$ cat config.mk
export PLATFORM = sky130hd
export DESIGN_NAME = i2c_target_rx
export DESIGN_NICKNAME = d
export VERILOG_FILES = /design/src/rtl/i2c_target_rx.sv
export SDC_FILE = /design/constraint.sdc
export NUM_CORES = 1
export LEC_CHECK = 0
export CORE_MARGIN = 2
export CORE_UTILIZATION = 40
export DETAILED_ROUTE_END_ITERATION = 8
export GPL_TIMING_DRIVEN = 0
export PLACE_DENSITY = 0.72
export SLEW_MARGIN = 5
export SYNTH_ARGS = -nofsm -noshare
export SYNTH_HDL_FRONTEND = slang
export SYNTH_SLANG_ARGS = --single-unit
$ cat constraint.sdc
create_clock -name clk -period 1.76 [get_ports clk]
set_input_delay 0.44 -clock clk [delete_from_list [all_inputs] [get_ports clk]]
set_output_delay 0.44 -clock clk [all_outputs]
set_load 0.005 [all_outputs]
$ cat src/rtl/i2c_target_rx.sv
// ---------------------------------------------------------------------------
// i2c_target_rx
//   Receive-oriented I2C target. The raw bus lines are synchronised and
//   glitch-filtered. START/STOP and SCL edges are derived from the filtered
//   levels. A byte-level FSM then acknowledges its own address, captures
//   written bytes and returns the last written byte on reads.
//
// Ports
//   clk          system clock, rising edge
//   rst          asynchronous active-low reset
//   scl_in       raw SCL (asynchronous)
//   sda_in       raw SDA (asynchronous)
//   sda_oe       1 = pull SDA low, 0 = release (open-drain)
//   data_out     last byte received in a write transfer
//   data_valid   one-clk pulse when data_out is updated
//   busy         1 between an accepted START and an accepted STOP
//   addr_hit     1 while the current transfer is addressed to TARGET_ADDR
//   fsm_state_o  current FSM state (debug observation)
//
// Handshake: data_valid is a push-only strobe with no ready. A consumer must
// take data_out in the cycle data_valid is high. data_out then holds its
// value until the next completed write byte.
// ---------------------------------------------------------------------------
module i2c_target_rx #(
  parameter logic [6:0] TARGET_ADDR = 7'h27,
  parameter int         FILTER_LEN  = 4
) (
  input  logic       clk,
  input  logic       rst,
  input  logic       scl_in,
  input  logic       sda_in,
  output logic       sda_oe,
  output logic [7:0] data_out,
  output logic       data_valid,
  output logic       busy,
  output logic       addr_hit,
  output logic [2:0] fsm_state_o
);

  typedef enum logic [2:0] {
    IDLE      = 3'd0,
    ADDR      = 3'd1,
    ADDR_ACK  = 3'd2,
    WDATA     = 3'd3,
    WDATA_ACK = 3'd4,
    RDATA     = 3'd5,
    RDATA_ACK = 3'd6,
    IGNORE    = 3'd7
  } state_t;

  localparam int CW = (FILTER_LEN > 1) ? $clog2(FILTER_LEN) : 1;
  localparam logic [CW-1:0] CNT_MAX = CW'(FILTER_LEN - 1);

  // -------------------------------------------------------------------------
  // Synchroniser, filter and edge detection
  // -------------------------------------------------------------------------
  logic          scl_s1_q, scl_s2_q, sda_s1_q, sda_s2_q;
  logic          scl_f_q, sda_f_q, scl_p_q, sda_p_q;
  logic [CW-1:0] scl_cnt_q, sda_cnt_q;

  // A filtered level only follows the synchronised input once the input has
  // disagreed with it for FILTER_LEN samples in a row; any agreeing sample
  // restarts the count, so short glitches are dropped entirely.
  always_ff @(posedge clk or negedge rst) begin
    if (!rst) begin
      scl_s1_q  <= 1'b1;
      scl_s2_q  <= 1'b1;
      sda_s1_q  <= 1'b1;
      sda_s2_q  <= 1'b1;
      scl_f_q   <= 1'b1;
      sda_f_q   <= 1'b1;
      scl_p_q   <= 1'b1;
      sda_p_q   <= 1'b1;
      scl_cnt_q <= '0;
      sda_cnt_q <= '0;
    end else begin
      scl_s1_q <= scl_in;
      scl_s2_q <= scl_s1_q;
      sda_s1_q <= sda_in;
      sda_s2_q <= sda_s1_q;
      scl_p_q  <= scl_f_q;
      sda_p_q  <= sda_f_q;

      if (scl_s2_q == scl_f_q) begin
        scl_cnt_q <= '0;
      end else if (scl_cnt_q == CNT_MAX) begin
        scl_f_q   <= scl_s2_q;
        scl_cnt_q <= '0;
      end else begin
        scl_cnt_q <= scl_cnt_q + 1'b1;
      end

      if (sda_s2_q == sda_f_q) begin
        sda_cnt_q <= '0;
      end else if (sda_cnt_q == CNT_MAX) begin
        sda_f_q   <= sda_s2_q;
        sda_cnt_q <= '0;
      end else begin
        sda_cnt_q <= sda_cnt_q + 1'b1;
      end
    end
  end

  logic scl_rise, scl_fall, start_det, stop_det;
  assign scl_rise  = scl_f_q & ~scl_p_q;
  assign scl_fall  = ~scl_f_q & scl_p_q;
  // SDA may only move while SCL is stable high for START/STOP to qualify.
  assign start_det = scl_f_q & scl_p_q & sda_p_q & ~sda_f_q;
  assign stop_det  = scl_f_q & scl_p_q & ~sda_p_q & sda_f_q;

  // -------------------------------------------------------------------------
  // Byte-level FSM
  // -------------------------------------------------------------------------
  state_t     state_q, state_d;
  logic [2:0] bit_cnt_q, bit_cnt_d;
  logic [7:0] shift_q, shift_d;
  logic [7:0] tx_q, tx_d;
  logic       byte_done_q, byte_done_d;
  logic       ack_q, ack_d;
  logic       sda_oe_q, sda_oe_d;
  logic [7:0] data_out_q, data_out_d;
  logic       data_valid_q, data_valid_d;
  logic       busy_q, busy_d;
  logic       addr_hit_q, addr_hit_d;

  always_ff @(posedge clk or negedge rst) begin
    if (!rst) begin
      state_q      <= IDLE;
      bit_cnt_q    <= '0;
      shift_q      <= '0;
      tx_q         <= '0;
      byte_done_q  <= 1'b0;
      ack_q        <= 1'b1;
      sda_oe_q     <= 1'b0;
      data_out_q   <= 8'h00;
      data_valid_q <= 1'b0;
      busy_q       <= 1'b0;
      addr_hit_q   <= 1'b0;
    end else begin
      state_q      <= state_d;
      bit_cnt_q    <= bit_cnt_d;
      shift_q      <= shift_d;
      tx_q         <= tx_d;
      byte_done_q  <= byte_done_d;
      ack_q        <= ack_d;
      sda_oe_q     <= sda_oe_d;
      data_out_q   <= data_out_d;
      data_valid_q <= data_valid_d;
      busy_q       <= busy_d;
      addr_hit_q   <= addr_hit_d;
    end
  end

  // The address check excludes the general-call address even when
  // TARGET_ADDR is parameterised to zero.
  logic addr_match;
  assign addr_match = (shift_q[7:1] == TARGET_ADDR) && (shift_q[7:1] != 7'h00);

  always_comb begin
    state_d      = state_q;
    bit_cnt_d    = bit_cnt_q;
    shift_d      = shift_q;
    tx_d         = tx_q;
    byte_done_d  = byte_done_q;
    ack_d        = ack_q;
    sda_oe_d     = sda_oe_q;
    data_out_d   = data_out_q;
    data_valid_d = 1'b0;
    busy_d       = busy_q;
    addr_hit_d   = addr_hit_q;

    if (stop_det) begin
      state_d     = IDLE;
      bit_cnt_d   = '0;
      byte_done_d = 1'b0;
      sda_oe_d    = 1'b0;
      addr_hit_d  = 1'b0;
      busy_d      = 1'b0;
    end else if (start_det) begin
      state_d     = ADDR;
      bit_cnt_d   = '0;
      byte_done_d = 1'b0;
      sda_oe_d    = 1'b0;
      addr_hit_d  = 1'b0;
      busy_d      = 1'b1;
    end else begin
      unique case (state_q)
        IDLE: begin
          sda_oe_d = 1'b0;
        end

        // ADDR and WDATA share the receive shifter; byte_done marks that the
        // eighth bit has been sampled and the next SCL fall ends the byte.
        ADDR, WDATA: begin
          if (scl_rise && !byte_done_q) begin
            shift_d   = {shift_q[6:0], sda_f_q};
            bit_cnt_d = bit_cnt_q + 3'd1;
            if (bit_cnt_q == 3'd7) byte_done_d = 1'b1;
          end else if (scl_fall && byte_done_q) begin
            byte_done_d = 1'b0;
            bit_cnt_d   = '0;
            if (state_q == ADDR) begin
              if (addr_match) begin
                sda_oe_d   = 1'b1;
                addr_hit_d = 1'b1;
                state_d    = ADDR_ACK;
              end else begin
                state_d = IGNORE;
              end
            end else begin
              data_out_d   = shift_q;
              data_valid_d = 1'b1;
              sda_oe_d     = 1'b1;
              state_d      = WDATA_ACK;
            end
          end
        end

        // The R/W bit is still sitting in shift_q[0] from the address byte.
        ADDR_ACK: begin
          if (scl_fall) begin
            bit_cnt_d   = '0;
            byte_done_d = 1'b0;
            if (!shift_q[0]) begin
              sda_oe_d = 1'b0;
              state_d  = WDATA;
            end else begin
              tx_d     = data_out_q;
              sda_oe_d = ~data_out_q[7];
              state_d  = RDATA;
            end
          end
        end

        WDATA_ACK: begin
          if (scl_fall) begin
            sda_oe_d    = 1'b0;
            bit_cnt_d   = '0;
            byte_done_d = 1'b0;
            state_d     = WDATA;
          end
        end

        // bit_cnt counts bits already clocked out; after bit k's rising edge
        // the next fall presents bit 7-(k+1), i.e. index ~bit_cnt.
        RDATA: begin
          if (scl_rise && !byte_done_q) begin
            bit_cnt_d = bit_cnt_q + 3'd1;
            if (bit_cnt_q == 3'd7) byte_done_d = 1'b1;
          end else if (scl_fall) begin
            if (byte_done_q) begin
              sda_oe_d    = 1'b0;
              byte_done_d = 1'b0;
              bit_cnt_d   = '0;
              state_d     = RDATA_ACK;
            end else begin
              sda_oe_d = ~tx_q[~bit_cnt_q];
            end
          end
        end

        RDATA_ACK: begin
          if (scl_rise) begin
            ack_d = sda_f_q;
          end else if (scl_fall) begin
            bit_cnt_d   = '0;
            byte_done_d = 1'b0;
            if (!ack_q) begin
              tx_d     = data_out_q;
              sda_oe_d = ~data_out_q[7];
              state_d  = RDATA;
            end else begin
              sda_oe_d = 1'b0;
              state_d  = IGNORE;
            end
          end
        end

        IGNORE: begin
          sda_oe_d = 1'b0;
        end

        default: begin
          state_d  = IDLE;
          sda_oe_d = 1'b0;
        end
      endcase
    end
  end

  assign sda_oe      = sda_oe_q;
  assign data_out    = data_out_q;
  assign data_valid  = data_valid_q;
  assign busy        = busy_q;
  assign addr_hit    = addr_hit_q;
  assign fsm_state_o = state_q;

endmodule

### After elaboration in Yosys (flattened, before gate mapping)

Cells that the tools add are included.

| word-level totals | value |
|---|---|
| RAM bits | 0 |
| latch bits | 0 |
| flip-flop bits (word level) | 48 |
| logic and storage cells | 182 |
| memories kept | 0 |
| output and inout bits | 15 |
| memory bits (read-only) | 0 |

| cells by class | value |
|---|---|
| divide/modulo/power cells | 0 |
| equal/unequal tests | 32 |
| bitwise logic cells | 20 |
| shift operators | 0 |
| add/sub/neg operators | 3 |
| mux-type cells | 77 |
| reduce and logical (&&, ||, !) cells | 28 |
| magnitude comparators | 1 |
| multipliers | 0 |

Operators by type and width:

| kind | count |
|---|---|
| $mux W3 | 23 |
| $mux W8 | 5 |
| $mux W1 | 38 |
| $ne A4 B4 Y1 const B | 9 |
| $ne A5 B5 Y1 const B | 4 |
| $pmux W8 S2 | 1 |
| $eq A3 B3 Y1 const B | 5 |
| $pmux W3 S5 | 1 |
| $reduce_bool A7 Y1 | 2 |
| $not A1 Y1 | 12 |
| $pmux W3 S4 | 1 |
| $reduce_bool A3 Y1 | 4 |
| $mux W2 | 5 |
| $ne A2 B2 Y1 const B | 5 |
| $reduce_and A10 Y1 | 1 |
| $reduce_and A5 Y1 | 2 |
| $reduce_and A9 Y1 | 1 |
| $reduce_and A4 Y1 | 2 |
| $reduce_and A8 Y1 | 1 |
| $and A1 B1 Y1 | 7 |
| $eq A7 B6 Y1 const B | 1 |
| $eq A3 B2 Y1 const B | 2 |
| $pmux W1 S6 | 1 |
| $reduce_and A6 Y1 | 1 |
| other kinds (18) | 27 |

### Logic depth before layout (Yosys ltp)

Gate-level depths: netlist of the first run.

| logic depth | value |
|---|---|
| depth in word-level cells | 10 |
| mapped depth | 7 |
| depth with buffers taken out | 5 |

### Worst setup path after synthesis of the first run

OpenSTA, ideal clock, no wires.

| timing path | value |
|---|---|
| path type | register to register |
| start | register sda_f_q |
| end | register state_q[1], in the netlist fsm_state_o[1] |
| cell stages (with the launch flop) | 6 |
| arrival time | 1.595 ns |
| required time | 1.632 ns |
| slack | 0.038 ns |
| clock period less this slack | 1.722 ns |
| library setup time | 0.128 ns |
| buffers on the path | 1 |
| cell sequence | dfstp_2 buf_4 xor2_2 nand3_2 a32oi_2 mux2_1 |

| between the ends | value |
|---|---|
| cells in the longest elaborated chain, start to end | 4 |
| elaborated cells between the ends (all ways) | 16 |

RTL lines:

| element | RTL line | source |
|---|---|---|
| start: declaration | 58 | `logic scl_f_q, sda_f_q, scl_p_q, sda_p_q;` |
| start signal: assignment | 96 | `sda_f_q <= sda_s2_q;` |
| $not A1 Y1 | 108 | `assign start_det = scl_f_q & scl_p_q & sda_p_q & ~sda_f_q;` |
| $and A1 B1 Y1 | 108 |  |
| $ne A4 B4 Y1 (no line) (tied with other cells) | -- |  |
| $reduce_and A10 Y1 (no line) / $mux W3 (equally long branches) | -- |  |
| end signal: assignment | 140 | `state_q <= state_d;` |
| end: declaration | 114 | `state_t state_q, state_d;` |

Several ways; a longest one is shown, not always the timed one.
A chain may end at the register's enable or synchronous reset.

### Worst setup path in the final report of the first run

| timing path | value |
|---|---|
| start | register scl_p_q |
| end | register state_q[1], in the netlist fsm_state_o[1] |

| between the ends | value |
|---|---|
| cells in the longest elaborated chain, start to end | 5 |
| elaborated cells between the ends (all ways) | 23 |

RTL lines:

| element | RTL line | source |
|---|---|---|
| start: declaration | 58 |  |
| start signal: assignment | 81 | `scl_p_q <= scl_f_q;` |
| $and A1 B1 Y1 / $not A1 Y1 (equally long branches) | 108, 109, 105 |  |
| $and A1 B1 Y1, on equally long branches | 108, 105, 109 |  |
| $and A1 B1 Y1 (tied with other cells) | 108 |  |
| $ne A4 B4 Y1 (no line) (tied with other cells) | -- |  |
| $reduce_and A10 Y1 (no line) / $mux W3 (equally long branches) | -- |  |

Several ways; a longest one is shown, not always the timed one.

==> run summary, run 1 <==
Layout Utilization = 52.4%
Max VDD drop = 0.00102 V
Syn Inst Count = 203
CP Cell Sequence = nand4bb_1 -> o22ai_1 -> a32oi_4 -> mux2_4
Slew HR = 70.4%
overall power = 4730 uW
Setup crit end kind = flop
worst hold endpoint = scl_s2_q
FILL cells = 473
P_leak = 0.00131 uW
reg2reg setup slack = 0.008 ns
Post-synth EDFFs = 0
Synth Warn # = 0
RR Startpoint = scl_p_q
Worst Tran Pin Value = 0.444 ns
routability cong. = 0.895
Rows = 28
Post-Syn Area per Cell = 11.8 um^2
Area growth syn-to-layout = 27.6%
initial core utilization = 41.1%
1st-iter DRT viols = 132
Finished Cell Area = 3060 um^2
r2r endpoint = fsm_state_o[1]
CP arrival = 1.94 ns
top cells by count, synth = dfrtp_1 (39), mux2_2 (17), nand2_1 (15)
clk sinks = 48
die width = 81.5 um
Max Cap Viol = 0
deepest clock path buffer count = 2
Final Hold Fails = 0
fin crit share = 99.6%
CTS tree = done
Post-Syn Nets = 211
CP required = 1.95 ns
pwr dens = 1540 nW/um^2
vias in the first global route = 1704
Tot GR Track Use = 16.8%
max-slew violation count = 0
die area = 6640 um^2
CP Class = reg2reg
synth top area cells = dfrtp_1 (41%), dfstp_2 (9.8%), mux2_2 (8.0%)
Yosys top cell area share = 40.6%
total via count in the routed design = 1717
nets = 250
most frequent cell after synthesis = dfrtp_1
die height = 81.5 um
cell taking the most area after synthesis = dfrtp_1
worst hold stages = 0
first-pass GRT wire length = 8330 um
setup violators final = 0
#FFs+latches synth = 48
largest net degree at the start of global routing = 40
DRT Wirelength = 5060 um
Worst path slowest cell = dfstp_2
cts bufs inserted = 5
ANT nets after route = 0
core box area = 5850 um^2
crit path max fanout = 6
Synth async-reset ratio = 100%
drt first pass iters = 4
CTS Root Cell = clkbuf_8
Fmax = 571 MHz
FF-to-FF path depth = 4
Reg clk slew, reported paths = 0.09 ns
top_reg_cell synth = dfrtp_1
Period minus WS final = 1.75 ns
clk_skew = 0.00765 ns
Mapped Area = 2400 um^2
drt via density = 5.40
ratio of cells with drive above 1 in the final layout = 35.8%
status = finished clean
sequential fraction of the synthesis area = 50.5%
worst min path class = reg2reg
Crit path largest cell delay = 0.61 ns
unrepaired setup endpoints after global routing = true
worst hold start = scl_s1_q
GRT overflow = 0
Startpoint Class = flop
CTS H-Tree Depth = 2
HPWL after DPL = 3340 um
# IOs = 19
DRC Markers = 0
worst skew pair latency = 0.30 ns
PortBufs = 18
Placement Cell Area = 2690 um^2
drt wl/cell = 15.9 um
antenna cells = 0
Netlist cell types = 53
initial antenna violation count = 0
worst max path at each step:
stage | end | start | cells after the start
2_1_floorplan | fsm_state_o[1] | sda_f_q | 5
3_3_place_gp | tx_q[4] | rst | 1
3_5_place_dp | fsm_state_o[1] | sda_f_q | 5
4_1_cts | fsm_state_o[1] | sda_f_q | 5
5_1_grt | bit_cnt_q[0] | sda_f_q | 6
6_report | fsm_state_o[1] | scl_p_q | 4
state kept, by name, summed over array words and instances, names as in the netlist:
signal,cells
sda_cnt_q,2
fsm_state_o,3
scl_s1_q,1
data_valid,1
byte_done_q,1
data_out,8
busy,1
scl_s2_q,1
scl_p_q,1
bit_cnt_q,3
sda_p_q,1
scl_f_q,1
scl_cnt_q,2
sda_s1_q,1
sda_f_q,1
sda_s2_q,1
addr_hit,1
tx_q,8
sda_oe,1
ack_q,1
shift_q,8
stage by stage:
| step | hold WS [ns] | worst slack, ns | cells | TNS (ns) |
|---|---|---|---|---|
| 2_1_floorplan | 0.144 | 0.0377 | 203 | 0 |
| 3_3_place_gp | 0.346 | -1.02 | 296 | -45.01 |
| 5_1_grt | 0.361 | -0.0435 | 318 | -0.243 |
| 6_report | 0.359 | 0.00773 | 318 | 0 |
| 4_1_cts | 0.360 | -0.000113 | 312 | -0.000113 |
| 3_5_place_dp | 0.324 | -0.127 | 297 | -0.758 |
report_power, final:
part	total, uW	leakage [uW]	switching, uW	internal (uW)
sequential	1510	0.000618	183	1330
combinational	2260	0.000620	1170	1100
clock	952	0.0000687	380	572
cell type report:
class / count / area [um^2] / share of cell area [%]
timing repair buffer: 32 / 320 / 10.5
tap: 75 / 93.8 / 3.06
sequential: 48 / 1210 / 39.6
buffer: 10 / 76.3 / 2.49
clock inverter: 3 / 68.8 / 2.25
inverter: 8 / 30.0 / 0.980
multi-input combinational: 137 / 1190 / 38.9
clock buffer: 5 / 68.8 / 2.25
metal layers:
metal	global-route usage [%]	up-vias	share of wire (%)
li1	-	817	-
met1	22.7	850	45
met2	25.4	38	48
met3	3.85	12	4.2
met4	8.14	0	2.8
met5	0	-	0
kinds of logic after synthesis:
family / after synthesis / synth area share, %
buf+inv: 18 / 3.65
flops: 48 / 50.5
mux: 33 / 15.6
simple gates: 55 / 13.6
compound gates: 42 / 13.2
xor+xnor: 3 / 1.41
fa+ha+maj: 4 / 2.08
worst max-delay path, delay by kind of cell (launching register included):
family	cells	cell delay (ns)
multiplexers	1	0.32
flip-flops	1	0.61
AO/OA/AOI/OAI	2	0.43
AND/OR/NAND/NOR	1	0.27
repair_timing:
| action | CTS | global route |
|---|---|---|
| resized for setup | 10 | 15 |
| pin swaps | 5 | 3 |
| buffers inserted | 6 | 6 |
| endpoints found under the hold margin | 5 | 0 |
| endpoints found under the setup margin | 22 | 23 |
| hold buffers | 1 | 0 |
placed cells by master, fill, tap and decap left out, types with 3 or more instances in the layout:
cell type and n:
clkbuf_8 5, mux2_2 17, a21oi_1 7, nand2_1 15
buf_12 3, o21ai_0 10, clkdlybuf4s50_1 17, buf_2 5
dfrtp_1 37, mux2i_1 7, dfstp_2 9, buf_4 13
nor2b_1 5, ha_1 4, inv_1 6, nand2b_1 4
mux2_1 7, nor2_1 5
Note: power is estimated with default switching activity, not from simulation.
==> run 2: changes to the inputs <==
Settings changed: ABC_CLOCK_PERIOD_IN_PS set to 1760, CORE_UTILIZATION 40 to 52, PLACE_DENSITY 0.72 to 0.86.
==> run 2 against run 1 <==
  * The run now ends with setup timing left
  * Worst setup slack lost 0.062 ns
  * Clock skew down 0.00065 ns
  * Cell count decreased by 6.6%
  * Hold slack worse by 0.33 ns
  * Count of clock-buffer cells in the layout is 1 higher
  * Routed wire length increased by 8.2%
  * Via count increased by 4.3%
  * Clock power is 28% lower
==> run summary, run 2 (synthesis results as in run 1) <==
Max Cap Viol = 0 (unchanged)
crit path max fanout = 10 (was 6)
clk_skew = 0.00701 ns (was 0.00765 ns)
Final Hold Fails = 0 (unchanged)
Finished Cell Area = 2990 um^2 (was 3060 um^2)
RR Startpoint = fsm_state_o[2] (was scl_p_q)
CP Class = reg2reg (unchanged)
P_leak = 0.00130 uW (was 0.00131 uW)
HPWL after DPL = 3350 um (was 3340 um)
Placement Cell Area = 2660 um^2 (was 2690 um^2)
Worst Tran Pin Value = 0.421 ns (was 0.444 ns)
FF-to-FF path depth = 7 (was 4)
Setup crit end kind = flop (unchanged)
commonest non-fill, non-tap cell in the layout = dfrtp_1 (unchanged)
routability cong. = 0.918 (was 0.895)
failing checks = setup timing
Worst path slowest cell = dfrtp_1 (was dfstp_2)
Reg clk slew, reported paths = 0.09 ns (about the same)
Slew HR = 71.8% (was 70.4%)
vias in the first global route = 1675 (was 1704)
first-pass GRT wire length = 8140 um (was 8330 um)
Rows = 24 (was 28)
clk sinks = 48 (unchanged)
CP Launch Point = fsm_state_o[2] (was scl_p_q)
r2r endpoint = sda_oe (was fsm_state_o[1])
worst setup margin = -0.0546 ns (was 0.00773 ns)
setup violators final = 3 (was 0)
nets = 252 (was 250)
PortBufs = 18 (unchanged)
largest net degree at the start of global routing = 36 (was 40)
CP arrival = 2.03 ns (was 1.94 ns)
Max VDD drop = 0.00105 V (was 0.00102 V)
pwr dens = 1550 nW/um^2 (was 1540 nW/um^2)
unrepaired setup endpoints after global routing = true (unchanged)
# IOs = 19 (unchanged)
initial antenna violation count = 0 (unchanged)
CTS H-Tree Depth = 2 (unchanged)
non-filler cells, final = 297 (was 318)
antenna cells = 0 (unchanged)
DRT Wirelength = 5480 um (was 5060 um)
initial core utilization = 54.4% (was 41.1%)
drt wl/cell = 18.4 um (was 15.9 um)
Area growth syn-to-layout = 24.3% (was 27.6%)
Crit path largest cell delay = 0.36 ns (was 0.61 ns)
drt first pass iters = 4 (unchanged)
cts bufs inserted = 5 (unchanged)
total via count in the routed design = 1790 (was 1717)
Fmax = 551 MHz (was 571 MHz)
Tot GR Track Use = 20.5% (was 16.8%)
ratio of cells with drive above 1 in the final layout = 35.5% (was 35.8%)
core box area = 4410 um^2 (was 5850 um^2)
worst skew pair latency = 0.30 ns (about the same)
deepest clock path buffer count = 2 (unchanged)
Cells after DPL = 274 (was 297)
fin crit share = 103% (was 99.6%)
ANT nets after route = 0 (unchanged)
GRT overflow = 0 (unchanged)
CP required = 1.97 ns (was 1.95 ns)
die width = 72.0 um (was 81.5 um)
Period minus WS final = 1.81 ns (was 1.75 ns)
status = complete, but fails checks (was finished clean)
reg2reg setup slack = -0.05 ns (was 0.008 ns)
CTS tree = done (unchanged)
Startpoint Class = flop (unchanged)
DRC Markers = 0 (unchanged)
drt via density = 6.03 (was 5.40)
CP Cell Sequence = clkbuf_4 -> buf_2 -> o31a_1 -> o22ai_1 -> a2bb2oi_1 -> nand3_1 -> o2bb2ai_1 (was nand4bb_1 -> o22ai_1 -> a32oi_4 -> mux2_4)
die area = 5180 um^2 (was 6640 um^2)
die height = 72.0 um (was 81.5 um)
most frequent cells in the layout = dfrtp_1 (37), mux2_2 (17), clkdlybuf4s50_1 (17) (unchanged)
1st-iter DRT viols = 127 (was 132)
worst min path class = in2async (was reg2reg)
Worst Setup EP = sda_oe (was fsm_state_o[1])
max-slew violation count = 0 (unchanged)
CTS Root Cell = clkbuf_8 (unchanged)
==> run 2: where the power goes <==
group          switching (uW)  internal, uW  total (uW)
combinational            1270          1140        2410
sequential                186          1330        1520
clock                     365           322         686
==> run 2: timing repair <==
| item | 4_1_cts | 5_1_grt |
|---|---|---|
| hold buffers | 0 | 0 |
| buffers inserted | 4 | 11 |
| pin swaps | 6 | 6 |
| resized for setup | 10 | 11 |
| gates cloned | 0 | 0 |
| setup endpoints to repair | 16 | 23 |
==> run 2: worst min-delay path by stage <==
stage,start,to,slack (ns),cells after the start
finish,rst,busy,0.03,1
global route,rst,fsm_state_o[2],0.04,1
CTS,rst,busy,0.03,1
detailed placement,scl_s1_q,scl_s2_q,0.35,0
global placement,scl_s1_q,scl_s2_q,0.35,0
floorplan,rst,addr_hit,0.14,0
==> run 2: per-stage QoR <==
step	hold WS [ns]	setup WS (ns)	power [uW]	TNS (ns)	utilization (%)
floorplan	0.144	0.0377	2850	0	-
global placement	0.347	-0.999	3250	-43.87	60.0
detailed placement	0.348	-0.0948	3290	-0.335	60.3
CTS	0.0310	0.00483	4180	0	64.3
global route	0.0416	-0.0722	4830	-0.562	67.7
finish	0.0291	-0.0546	4620	-0.0716	67.7
==> run 2: area by class of cell <==
type	count	area [um^2]
clock buffer	6	82.6
buffer	10	73.8
clock inverter	2	13.8
fill	290	1430
multi-input combinational	137	1180
inverter	8	30.0
timing repair buffer	34	324
sequential	48	1210
tap	52	65.1
==> run 2: per-layer routing <==
metal / GRT usage, % / wire length, um / up-vias
met4: 9.22 / 105 / 0
met2: 34.0 / 2830 / 71
met5: 0 / 0 / -
met1: 26.7 / 2310 / 896
li1: - / - / 813
met3: 3.61 / 235 / 10
==> run 2: worst max-delay path, delay by kind of cell (launching register included) <==
family | cells | cell delay, ns
DFF | 1 | 0.36
buffers and inverters | 2 | 0.50
AOI/OAI and AO/OA | 4 | 0.73
and+or+nand+nor | 1 | 0.15
==> RTL edit 1, RTL diff (config.mk and constraints of run 2) <==
Put one more register stage on the output `data_out`, with the module's reset. The value now appears one clock later. The other outputs are not delayed to match. Comments in the files are not updated.
--- a/src/rtl/i2c_target_rx.sv
+++ b/src/rtl/i2c_target_rx.sv
@@ -289,7 +289,13 @@
   end
 
   assign sda_oe      = sda_oe_q;
-  assign data_out    = data_out_q;
+  always_ff @(posedge clk or negedge rst) begin
+    if (!rst) begin
+      data_out <= '0;
+    end else begin
+      data_out <= data_out_q;
+    end
+  end
   assign data_valid  = data_valid_q;
   assign busy        = busy_q;
   assign addr_hit    = addr_hit_q;
Function: same outputs for any inputs over 10 cycles, from zero or initial values and one cycle with rst low; that may be too few to reach the edited logic, so the function may still have changed.
==> RTL edit 1 against run 2 <==
The run still ends with setup timing left; design area increased by 3.7%; worst hold slack improved by 0.070 ns; worst setup slack got worse by 0.081 ns; wire length increased by 6.2%; core utilization decreased by 1.6 points; cell count increased by 1.3%; area after synthesis increased by 5.0%; sequential cell count increased by 8; power increased by 6.3%; largest power group unchanged; highest routed layer unchanged.
==> RTL edit 1: results (changes against run 2) <==
switching share of power 39.34% (-0.10 points); Global Route Usage Sum 19.87% (-0.67 points); first-pass GRT wire length 8.038 mm (-1.2%); hpwl dp 3.193 mm (-4.8%); # nets final 254 (+0.79%); post-place setup slack -0.1167 ns (-0.02185 ns); vias in the first global route 1614 (-3.6%); synth warn 0 (unchanged); CTS Buffer Depth 2 (unchanged); FILL cells 317 (+9.3%); met3 global-route usage 3.978% (+0.37 points); Pleak 1.449 nW (+11%); Clock Latency Late Sink 0.32 ns (+0.02 ns); Setup WS post-layout -0.1356 ns (-0.08105 ns); Yosys top cell area share 46.63% (+6.0 points); clk root buf clkbuf_8; Worst Skew 0.01178 ns (+0.004771 ns); via count 1850 (+3.4%); failing checks setup timing; synthesized net count 213 (+0.95%); CP max FO 5 (-5); IR drop worst, VDD 729.8 uV (-30%); status complete, but fails checks; Critical Path Source sda_f_q; Avg WL per Cell 19.34 um (+4.8%); routed wl met2 2.805 mm (-0.71%); Worst Max-Slew Pin Slew 0.5586 ns (+0.1380 ns); DP Area 2785 um^2 (+4.6%); sequential area share after synthesis 56.00% (+5.5 points); Register-to-Register Path Depth 6 (-1); multi-input logic area 1135 um^2 (-4.0%); # setup viols final 8 (+5); gpl congestion 0.8888 (-3.2%)
## RTL edit 1: power groups by stage
stage,logic [W],registers [W],clock network [W]
after floorplan,0.00131,0.00169,0
after global placement,0.00167,0.00172,0
after detailed placement,0.00171,0.00172,0
after CTS,0.00189,0.00172,0.000728
after global routing,0.00261,0.00175,0.000790
final,0.00246,0.00173,0.000714
## RTL edit 1: timing repair
action	in CTS	in global routing
setup endpoints to repair	23	25
pin swaps	5	9
buffers inserted	8	8
gates resized for setup	8	18
## RTL edit 1: cell type report
type                            count  share of cell area (%)
Inverter                            6                  0.7270
Clock buffer                        5                   2.221
Buffer                              5                   1.656
Clock inverter                      3                  0.7270
Sequential cell                    56                   45.68
Tap cell                           54                   2.181
Multi-Input combinational cell    137                   36.63
Timing Repair Buffer               35                   10.18
## RTL edit 1: cells by family (layout without fill, tap and decap cells)
| logic type | Yosys count | after routing | share of synthesized area, % |
|---|---|---|---|
| compound gates | 37 | 37 | 10.91 |
| xor+xnor | 3 | 3 | 1.340 |
| buf+inv | 12 | 54 | 3.472 |
| mux | 26 | 26 | 11.86 |
| fa+ha+maj | 4 | 4 | 1.984 |
| simple gates | 67 | 67 | 14.43 |
| flops | 56 | 56 | 56.00 |
## RTL edit 1: worst max-delay path, stage by stage, from the launching register on
cell and delay (ns):
dfstp_2 0.64, xor2_4 0.22, buf_4 0.15, nand3_2 0.17
and4_4 0.26, a311oi_2 0.23, a2bb2oi_2 0.17
## RTL edit 1: metrics by stage
stage	power [W]	hold WS, ns	TNS [ns]	std cells
floorplan	0.002999	0.1444	0	205
global placement	0.003389	0.3461	-67.63	277
detailed placement	0.003436	0.3472	-0.8026	278
CTS	0.004339	0.1095	-0.03005	293
global route	0.005150	0.1227	-1.159	301
finish	0.004907	0.09891	-0.6960	301
==> RTL edit 2, RTL diff (config.mk and constraints of run 2) <==
Without the edit above. Change the parameter `FILTER_LEN` from 4 to 8.
--- a/src/rtl/i2c_target_rx.sv
+++ b/src/rtl/i2c_target_rx.sv
@@ -23,7 +23,7 @@
 // ---------------------------------------------------------------------------
 module i2c_target_rx #(
   parameter logic [6:0] TARGET_ADDR = 7'h27,
-  parameter int         FILTER_LEN  = 4
+  parameter int         FILTER_LEN  = 8
 ) (
   input  logic       clk,
   input  logic       rst,
Behaviour: not the same (Yosys sat finds a counterexample within 10 cycles, from zero or initial values and one cycle with rst low).
==> RTL edit 2 against run 2 <==
Critical path depth decreased by 6; area after synthesis decreased by 0.57%; sequential share of layout area is 4.0 points higher; design area decreased by 5.4%; register-to-register slack improved by 0.11 ns; worst hold slack improved by 0.012 ns; wire length is 17% lower; worst setup slack improved by 0.081 ns; clock skew is 0.0038 ns higher; sequential cell count rose by 2; first-iteration DRC count rose by 5.5%.
Power is not compared: it rests on default switching activity, and its combinational part moved more than twofold at a synthesized area within 25%.
==> RTL edit 2: results (changes against run 2) <==
status complete, no violations; family with the most delay on the worst path buffers and inverters; Synth Area in XOR/XNOR 1.414% (+0.0081 points); Placed Cells 267 (-2.6%); hpwl dp 3.120 mm (-7.0%); die width 71.78 um (-0.27%); DR iter-0 viols 134 (+5.5%); fmax 576.8 MHz (+4.7%); maximum number of pins on one net before global-route repair 35 (-2.8%); post-place setup slack -0.03348 ns (+0.06135 ns); Worst Skew 0.01077 ns (+0.003768 ns); post-synthesis mux area share 16.45% (+0.88 points); post-synthesis compound-gate area fraction 9.900% (-3.3 points); Slew HR 71.10% (-0.71 points); Worst path slowest cell clkdlybuf4s50_1; main area contributors after synthesis dfrtp_1 43%, mux2_2 14%, dfstp_2 9.9%; average size of a mapped cell 12.19 um^2 (+3.0%); worst setup path end fsm_state_o[1]; DP Area 2649 um^2 (-0.52%); commonest cells in the synthesized netlist 41 x dfrtp_1, 30 x mux2_2, 18 x nand2_1, 11 x o21ai_0, 9 x dfstp_2; Post-CTS Resized 4 (-6); share of layout cells above drive strength 1 34.80% (-0.71 points); final cell count without fillers 279 (-6.1%); # nets final 236 (-6.3%); Synth Area in Adders 3.143% (+1.1 points); flop-to-flop setup slack 0.06 ns (+0.11 ns); Max stage delay on crit path 0.53 ns (+0.17 ns); gpl congestion 0.9155 (-0.25%); Global Route Usage Sum 19.88% (-0.67 points); WHS 0.04123 ns (+0.01215 ns)
-- RTL edit 2: cell types whose count changed in the layout (fill, tap and decap cells not counted), sizes merged, moves of 4 or more --
cell / before / now
buf: 25 / 11
mux2: 25 / 30
nand2: 15 / 20
mux2i: 7 / 1
a21oi: 9 / 5
-- RTL edit 2: area by class of cell --
class	count	share of cell area (%)
timing repair buffer	23	7.975
tap	52	2.304
clock inverter	3	1.684
sequential	50	44.71
clock buffer	5	2.437
inverter	5	0.6646
multi-input combinational	133	38.50
buffer	8	1.728
-- RTL edit 2: layer usage --
layer / global-route usage, % / part of all wire [%]
met1: 27.20 / 46
met2: 31.17 / 49
met3: 4.360 / 3.9
met4: 7.757 / 1.7
met5: 0 / 0
-- RTL edit 2: power breakdown --
group	leakage (nW)	internal, W	total (W)	switching, W
logic	0.560	0.000336	0.000735	0.000400
clock network	0.0591	0.000434	0.000834	0.000400
registers	0.656	0.00130	0.00140	0.0000967
total	1.28	0.00207	0.00297	0.000896
